File: src/rtl/alu_tst_pkg.sv
// Shared constants, encodings and helpers for the on-chip 2-bit alu pattern applicator.
package alu_tst_pkg;

    localparam int NPI = 5;
    localparam int NPO = 2;

    // Bit positions inside the PI vector {ain[1],ain[0],bin[1],bin[0],sel}
    localparam int PI_SEL = 0;
    localparam int PI_B0  = 1;
    localparam int PI_B1  = 2;
    localparam int PI_A0  = 3;
    localparam int PI_A1  = 4;

    typedef enum logic [1:0] {
        FILL_ZERO     = 2'd0,
        FILL_ONE      = 2'd1,
        FILL_ADJ      = 2'd2,
        FILL_ZERO_ALT = 2'd3
    } fill_mode_e;

    typedef enum logic [2:0] {
        ST_IDLE    = 3'd0,
        ST_APPLY   = 3'd1,
        ST_SETTLE  = 3'd2,
        ST_MEASURE = 3'd3,
        ST_DONE    = 3'd4
    } seq_state_e;

    typedef struct packed {
        logic [NPI-1:0] pi;
        logic [NPI-1:0] care;
        logic [NPO-1:0] xpct;
        logic [NPO-1:0] mask;
    } pat_entry_t;

    function automatic logic [2:0] popcount5(input logic [NPI-1:0] v);
        logic [2:0] c;
        c = 3'd0;
        for (int i = 0; i < NPI; i++) begin
            c = c + {2'b00, v[i]};
        end
        return c;
    endfunction

endpackage

File: src/rtl/alu_pat_mem.sv
// Pattern register file: one synchronous write port, one combinational read port.
module alu_pat_mem
    import alu_tst_pkg::*;
#(
    parameter int NPAT = 16,
    parameter int AW   = 4
) (
    input  logic          clk,
    input  logic          we,
    input  logic [AW-1:0] waddr,
    input  pat_entry_t    wdata,
    input  logic [AW-1:0] raddr,
    output pat_entry_t    rdata
);

    pat_entry_t mem_r [NPAT];

    // Storage write; contents are deliberately not reset
    always_ff @(posedge clk) begin
        if (we) begin
            mem_r[waddr] <= wdata;
        end
    end

    assign rdata = mem_r[raddr];

endmodule

File: src/rtl/alu_test_sequencer.sv
// Applies stored, X-filled patterns to the alu pins, checks zout under mask and
// accumulates fail and pin-toggle statistics for the run.
module alu_test_sequencer
    import alu_tst_pkg::*;
#(
    parameter int NPAT       = 16,
    parameter int SETTLE_CYC = 2,
    parameter int TW         = 16,
    localparam int AW        = $clog2(NPAT)
) (
    input  logic           clk,
    input  logic           rst,
    input  logic           cfg_we,
    input  logic [AW-1:0]  cfg_addr,
    input  logic [4:0]     cfg_pi,
    input  logic [4:0]     cfg_pi_care,
    input  logic [1:0]     cfg_xpct,
    input  logic [1:0]     cfg_mask,
    input  logic [AW:0]    num_pat,
    input  logic [1:0]     fill_mode,
    input  logic           start,
    output logic [1:0]     ain,
    output logic [1:0]     bin,
    output logic           sel,
    input  logic [1:0]     zout,
    output logic           busy,
    output logic           done,
    output logic [AW-1:0]  pat_idx,
    output logic [AW:0]    fail_cnt,
    output logic           first_fail_vld,
    output logic [AW-1:0]  first_fail_idx,
    output logic [TW-1:0]  toggle_cnt
);

    localparam int SCW = (SETTLE_CYC > 1) ? $clog2(SETTLE_CYC) : 1;

    seq_state_e     state_r;
    fill_mode_e     fmode_r;
    logic [AW:0]    npat_r;
    logic [SCW-1:0] settle_r;
    logic [NPI-1:0] pins_r;
    logic           busy_r;
    logic           done_r;
    logic [AW-1:0]  pat_idx_r;
    logic [AW:0]    fail_cnt_r;
    logic           ff_vld_r;
    logic [AW-1:0]  ff_idx_r;
    logic [TW-1:0]  toggle_r;

    pat_entry_t     wr_entry_s;
    pat_entry_t     rd_entry_s;
    logic           mem_we_s;
    logic [NPI-1:0] fill_s;
    logic [NPI-1:0] filled_s;
    logic [2:0]     flips_s;
    logic [TW:0]    tog_sum_s;
    logic           mis_s;
    logic           last_s;
    logic [AW:0]    npat_clamp_s;

    // Memory is frozen while a run is in progress
    assign mem_we_s   = cfg_we & ~busy_r;
    assign wr_entry_s = '{pi: cfg_pi, care: cfg_pi_care, xpct: cfg_xpct, mask: cfg_mask};

    alu_pat_mem #(
        .NPAT (NPAT),
        .AW   (AW)
    ) u_mem (
        .clk   (clk),
        .we    (mem_we_s),
        .waddr (cfg_addr),
        .wdata (wr_entry_s),
        .raddr (pat_idx_r),
        .rdata (rd_entry_s)
    );

    // X-fill, toggle accounting, masked compare and run-length bookkeeping
    always_comb begin
        fill_s = {NPI{1'b0}};
        case (fmode_r)
            FILL_ONE: fill_s = {NPI{1'b1}};
            FILL_ADJ: fill_s = pins_r;
            default:  fill_s = {NPI{1'b0}};
        endcase
        filled_s  = (rd_entry_s.pi & rd_entry_s.care) | (fill_s & ~rd_entry_s.care);
        flips_s   = popcount5(filled_s ^ pins_r);
        tog_sum_s = {1'b0, toggle_r} + {{(TW-2){1'b0}}, flips_s};
        mis_s     = |((zout ^ rd_entry_s.xpct) & rd_entry_s.mask);
        last_s    = ({1'b0, pat_idx_r} == (npat_r - {{AW{1'b0}}, 1'b1}));
        if (num_pat > (AW+1)'(NPAT)) begin
            npat_clamp_s = (AW+1)'(NPAT);
        end else begin
            npat_clamp_s = num_pat;
        end
    end

    // Sequencer FSM with all results and pin drivers registered
    always_ff @(posedge clk) begin
        if (rst) begin
            state_r    <= ST_IDLE;
            fmode_r    <= FILL_ZERO;
            npat_r     <= '0;
            settle_r   <= '0;
            pins_r     <= '0;
            busy_r     <= 1'b0;
            done_r     <= 1'b0;
            pat_idx_r  <= '0;
            fail_cnt_r <= '0;
            ff_vld_r   <= 1'b0;
            ff_idx_r   <= '0;
            toggle_r   <= '0;
        end else begin
            case (state_r)
                ST_IDLE: begin
                    done_r <= 1'b0;
                    if (start) begin
                        fail_cnt_r <= '0;
                        ff_vld_r   <= 1'b0;
                        ff_idx_r   <= '0;
                        toggle_r   <= '0;
                        pat_idx_r  <= '0;
                        npat_r     <= npat_clamp_s;
                        fmode_r    <= fill_mode_e'(fill_mode);
                        if (num_pat == '0) begin
                            state_r <= ST_DONE;
                            done_r  <= 1'b1;
                        end else begin
                            state_r <= ST_APPLY;
                            busy_r  <= 1'b1;
                        end
                    end
                end
                ST_APPLY: begin
                    pins_r   <= filled_s;
                    toggle_r <= tog_sum_s[TW] ? {TW{1'b1}} : tog_sum_s[TW-1:0];
                    settle_r <= '0;
                    state_r  <= ST_SETTLE;
                end
                ST_SETTLE: begin
                    if (settle_r == SCW'(SETTLE_CYC - 1)) begin
                        state_r <= ST_MEASURE;
                    end else begin
                        settle_r <= settle_r + {{(SCW-1){1'b0}}, 1'b1};
                    end
                end
                ST_MEASURE: begin
                    if (mis_s) begin
                        if (fail_cnt_r != {(AW+1){1'b1}}) begin
                            fail_cnt_r <= fail_cnt_r + {{AW{1'b0}}, 1'b1};
                        end
                        if (!ff_vld_r) begin
                            ff_vld_r <= 1'b1;
                            ff_idx_r <= pat_idx_r;
                        end
                    end
                    if (last_s) begin
                        state_r <= ST_DONE;
                        done_r  <= 1'b1;
                        busy_r  <= 1'b0;
                    end else begin
                        pat_idx_r <= pat_idx_r + {{(AW-1){1'b0}}, 1'b1};
                        state_r   <= ST_APPLY;
                    end
                end
                ST_DONE: begin
                    done_r  <= 1'b0;
                    state_r <= ST_IDLE;
                end
                default: begin
                    state_r <= ST_IDLE;
                    busy_r  <= 1'b0;
                    done_r  <= 1'b0;
                end
            endcase
        end
    end

    assign ain            = {pins_r[PI_A1], pins_r[PI_A0]};
    assign bin            = {pins_r[PI_B1], pins_r[PI_B0]};
    assign sel            = pins_r[PI_SEL];
    assign busy           = busy_r;
    assign done           = done_r;
    assign pat_idx        = pat_idx_r;
    assign fail_cnt       = fail_cnt_r;
    assign first_fail_vld = ff_vld_r;
    assign first_fail_idx = ff_idx_r;
    assign toggle_cnt     = toggle_r;

endmodule
File: config.mk
export PLATFORM = sky130hd
export DESIGN_NAME = alu_test_sequencer
export DESIGN_NICKNAME = d
export VERILOG_FILES = /design/src/rtl/alu_tst_pkg.sv /design/src/rtl/alu_pat_mem.sv /design/src/rtl/alu_test_sequencer.sv
export SDC_FILE = /design/constraint.sdc
export NUM_CORES = 1
export LEC_CHECK = 0
export CAP_MARGIN = 20
export CORE_MARGIN = 5
export CORE_UTILIZATION = 56
export CTS_BUF_LIST = sky130_fd_sc_hd__clkbuf_4 sky130_fd_sc_hd__clkbuf_8
export DETAILED_ROUTE_END_ITERATION = 16
export PLACE_DENSITY = 0.79
export SKIP_LAST_GASP = 1
export SLEW_MARGIN = 20
export SYNTH_ARGS = -nofsm -noshare
export SYNTH_HDL_FRONTEND = slang
export SYNTH_SLANG_ARGS = --single-unit
File: constraint.sdc
create_clock -name clk -period 4.6 [get_ports clk]
set_input_delay 0.46 -clock clk [delete_from_list [all_inputs] [get_ports clk]]
set_output_delay 0.46 -clock clk [all_outputs]
set_load 0.005 [all_outputs]
==> results_dict.tcl <==
set metrics [dict create \
    min_path_type "flop to flop" \
    relSlewSlack_pct 23.1 \
    ys_warn_count 0 \
    cpMaxStageDelayCell "fa_1" \
    ir_drop_mv 0.339 \
    start_kind "flop" \
    post-place-ws_ns -0.236 \
    powerDensity_mw_per_mm2 390 \
    setup_viol 5 \
    crit_chain "buf_12 > mux4_2 > mux4_2 > a21oi_4 > xnor2_2 > fa_1 > inv_1 > fa_1 > inv_1 > ha_2 > fa_2 > a21oi_4 > nor4_4 > and2_4 > nand3_4 > nor2_4 > buf_6 > o21ai_4 > o21ai_2" \
    met3_length_um 2190 \
    grt-ovfl-total 0 \
    cts.sink_count 276 \
    first_iter_violations 564 \
    io_pins 68 \
    drv_cap 0 \
    crit_end "toggle_cnt[1]" \
    firstDrtPassIters 5 \
    path_class "flop to flop" \
    initial_core_util_pct 56.9 \
    root_buffer "clkbuf_8" \
    grtUsageTotal_pct 21.8 \
    antenna_left 0 \
    ys_seq_elements 276 \
    route.detailed.drc 0 \
    cts_buffer_depth 3 \
    die_y_um 153 \
    grt_pass1_wl_um 39000 \
    numCtsBuffers 43 \
    via_per_inst 5.94 \
    clock_skew_ns 0.0267 \
    rsz0062_at_grt "true" \
    num_vias 6701 \
    highest_layer "met4" \
    cp_max_fo 8 \
    nNetsFinal 869 \
    synth_cells 700 \
    power.total_uw 5380 \
    period_share_pct 101 \
    num_rows 52 \
    synth_cell_types 60 \
    hold_ws_ns 0.475 \
    slew_violations 0 \
    tightest_slew_ns 1.15 \
    layout-drive-gt1-share_pct 25.7 \
    stdcell_area_mm2 0.0138 \
    ff2ff_setup_slack_ns -0.03 \
    reg2regPathDepth 19 \
    routed_wl_um 25800 \
    fp.dieW_um 153 \
    met2WireLength_um 12900 \
    wl_met1_um 10300 \
    finalCriticalPeriod_ns 4.63 \
    cts_hold_buffers 0 \
    finalWorstSetupSlack_ns -0.0308 \
    violations "setup timing" \
    routedWlPerCell_um 22.8 \
    synth_area_per_cell_um2 16.4 \
    syn-cell-area_mm2 0.0115 \
    leakagePower_uw 0.00446 \
    area_growth_pct 20.3 \
    antenna_found_initial 0 \
    io_buffers 67 \
    grt_max_degree 28 \
    postSynth.asyncResetShare_pct 0 \
    cp-end-kind "flop" \
    coreArea_mm2 0.0202 \
    fmax_ghz 0.216 \
    hpwl_um 16000 \
    clk_pin_slew_ns 0.06 \
    status "finished with violations" \
    ys_seq_area_share_pct 67.7 \
    placed_area_mm2 0.0127 \
    n_fill_cell 1273 \
    hold_viol 0 \
    max_stage_delay_ns 0.54 \
    gp_congestion 0.859 \
    synth_ff_type "edfxtp_1" \
    synth_edf_count 224 \
    die-area_mm2 0.0234 \
    grt_pass1_vias 6803 \
    n_antenna_cell 0 \
    cp.arrival_ns 5.07 \
    cp_data_required_time_ns 5.03 \
    clk-insertion-delay-late_ns 0.57 \
    cts_tree "built" \
    r2r-end "toggle_cnt[1]" \
    cts_max_level 2 \
    synth_nets 744 \
]
## cell usage after synthesis, types with 10 or more instances
cell / count / share of area, %
a21oi_1: 35 / 1.5
clkbuf_1: 11 / 0.36
dfxtp_1: 52 / 9.1
edfxtp_1: 224 / 59
ha_1: 10 / 1.1
inv_1: 21 / 0.69
mux4_1: 17 / 3.9
mux4_2: 45 / 8.8
nand2_1: 43 / 1.4
nand2b_1: 10 / 0.55
nand3_1: 15 / 0.65
nor2_1: 45 / 1.5
nor3_1: 15 / 0.65
o21ai_0: 25 / 1.1
xnor2_1: 13 / 0.99
xor2_1: 12 / 0.92
## worst min path at each step
stage               cells after the start  slack (ns)      start   endpoint
floorplan                               2        0.45  npat_r[1]  npat_r[1]
global placement                        2        0.46  npat_r[4]  npat_r[4]
detailed placement                      2        0.47  npat_r[4]  npat_r[4]
CTS                                     2        0.48  npat_r[4]  npat_r[4]
global route                            2        0.50  npat_r[4]  npat_r[4]
finish                                  2        0.48  npat_r[4]  npat_r[4]
## through the flow
step                TNS (ns)  cells  util, %
finish               -0.0913   1129     68.4
global route           -2.72   1129     68.4
CTS                   -0.116   1128     68.0
detailed placement     -2.14   1044     63.1
global placement      -0.691   1043     62.9
floorplan             -0.737    700        -
## critical path, delay by kind of cell, from the launching register on
kind	cells	cell delay, ns
adder cells (fa/ha/maj)	4	1.57
multiplexers	2	1.04
AO/OA/AOI/OAI	4	0.57
flip-flops	1	0.47
buffers and inverters	4	0.40
AND/OR/NAND/NOR	4	0.37
XOR/XNOR	1	0.09
## flip-flops by register name (all words and copies together) (netlist names), named ones only
name / cells
fail_cnt: 5
pins_r: 5
busy: 1
npat_r: 5
pat_idx: 4
toggle_cnt: 16
fmode_r: 2
first_fail_idx: 4
u_mem.mem_r: 224
done: 1
first_fail_vld: 1
state_r: 3
settle_r: 1
## logic make-up after synthesis
kind of cell             count (synthesis)  synth area share (%)
flip-flops                             276                  67.7
AND/OR/NAND/NOR                        168                  7.27
AO/OA/AOI/OAI                           98                  5.59
multiplexers                            69                  13.4
buffers and inverters                   51                  2.55
XOR/XNOR                                25                  1.91
adder cells (fa/ha/maj)                 13                  1.61
## final cells by class
cell class              instances  area, um2  share of cell area (%)
inverters                      21       78.8                   0.571
well taps                     270        338                    2.45
multi-input cells             373       3650                    26.4
clock buffers                  52        666                    4.82
repair buffers                110       1090                    7.87
clock inverters                27        211                    1.53
flip-flops and latches        276       7770                    56.3
## timing repair
item                       in CTS  in global routing
gates resized for setup        28                 15
gates cloned                    1                  0
buffers inserted                4                  2
setup endpoints to repair      15                 16
pin swaps                      11                  5
## routing by layer
metal / vias to the layer above / track usage [%]
li1: 3015 / -
met1: 3384 / 29.0
met2: 275 / 36.3
met3: 27 / 5.82
met4: 0 / 5.22
met5: - / 0
## layout by cell type, fill, tap and decap left out, types with 21 or more instances in the layout
master / n
a21oi_1: 28
buf_4: 33
clkbuf_8: 44
clkdlybuf4s50_1: 67
dfxtp_1: 50
edfxtp_1: 224
inv_1: 21
mux4_2: 49
nand2_1: 43
nor2_1: 37
## where the power goes
| group | internal [uW] | total (uW) | switching, uW |
|---|---|---|---|
| logic | 217 | 487 | 271 |
| clock network | 1140 | 2100 | 962 |
| registers | 2750 | 2790 | 45.6 |
| total | 4100 | 5380 | 1280 |
Note: power is estimated with default switching activity, not from simulation.
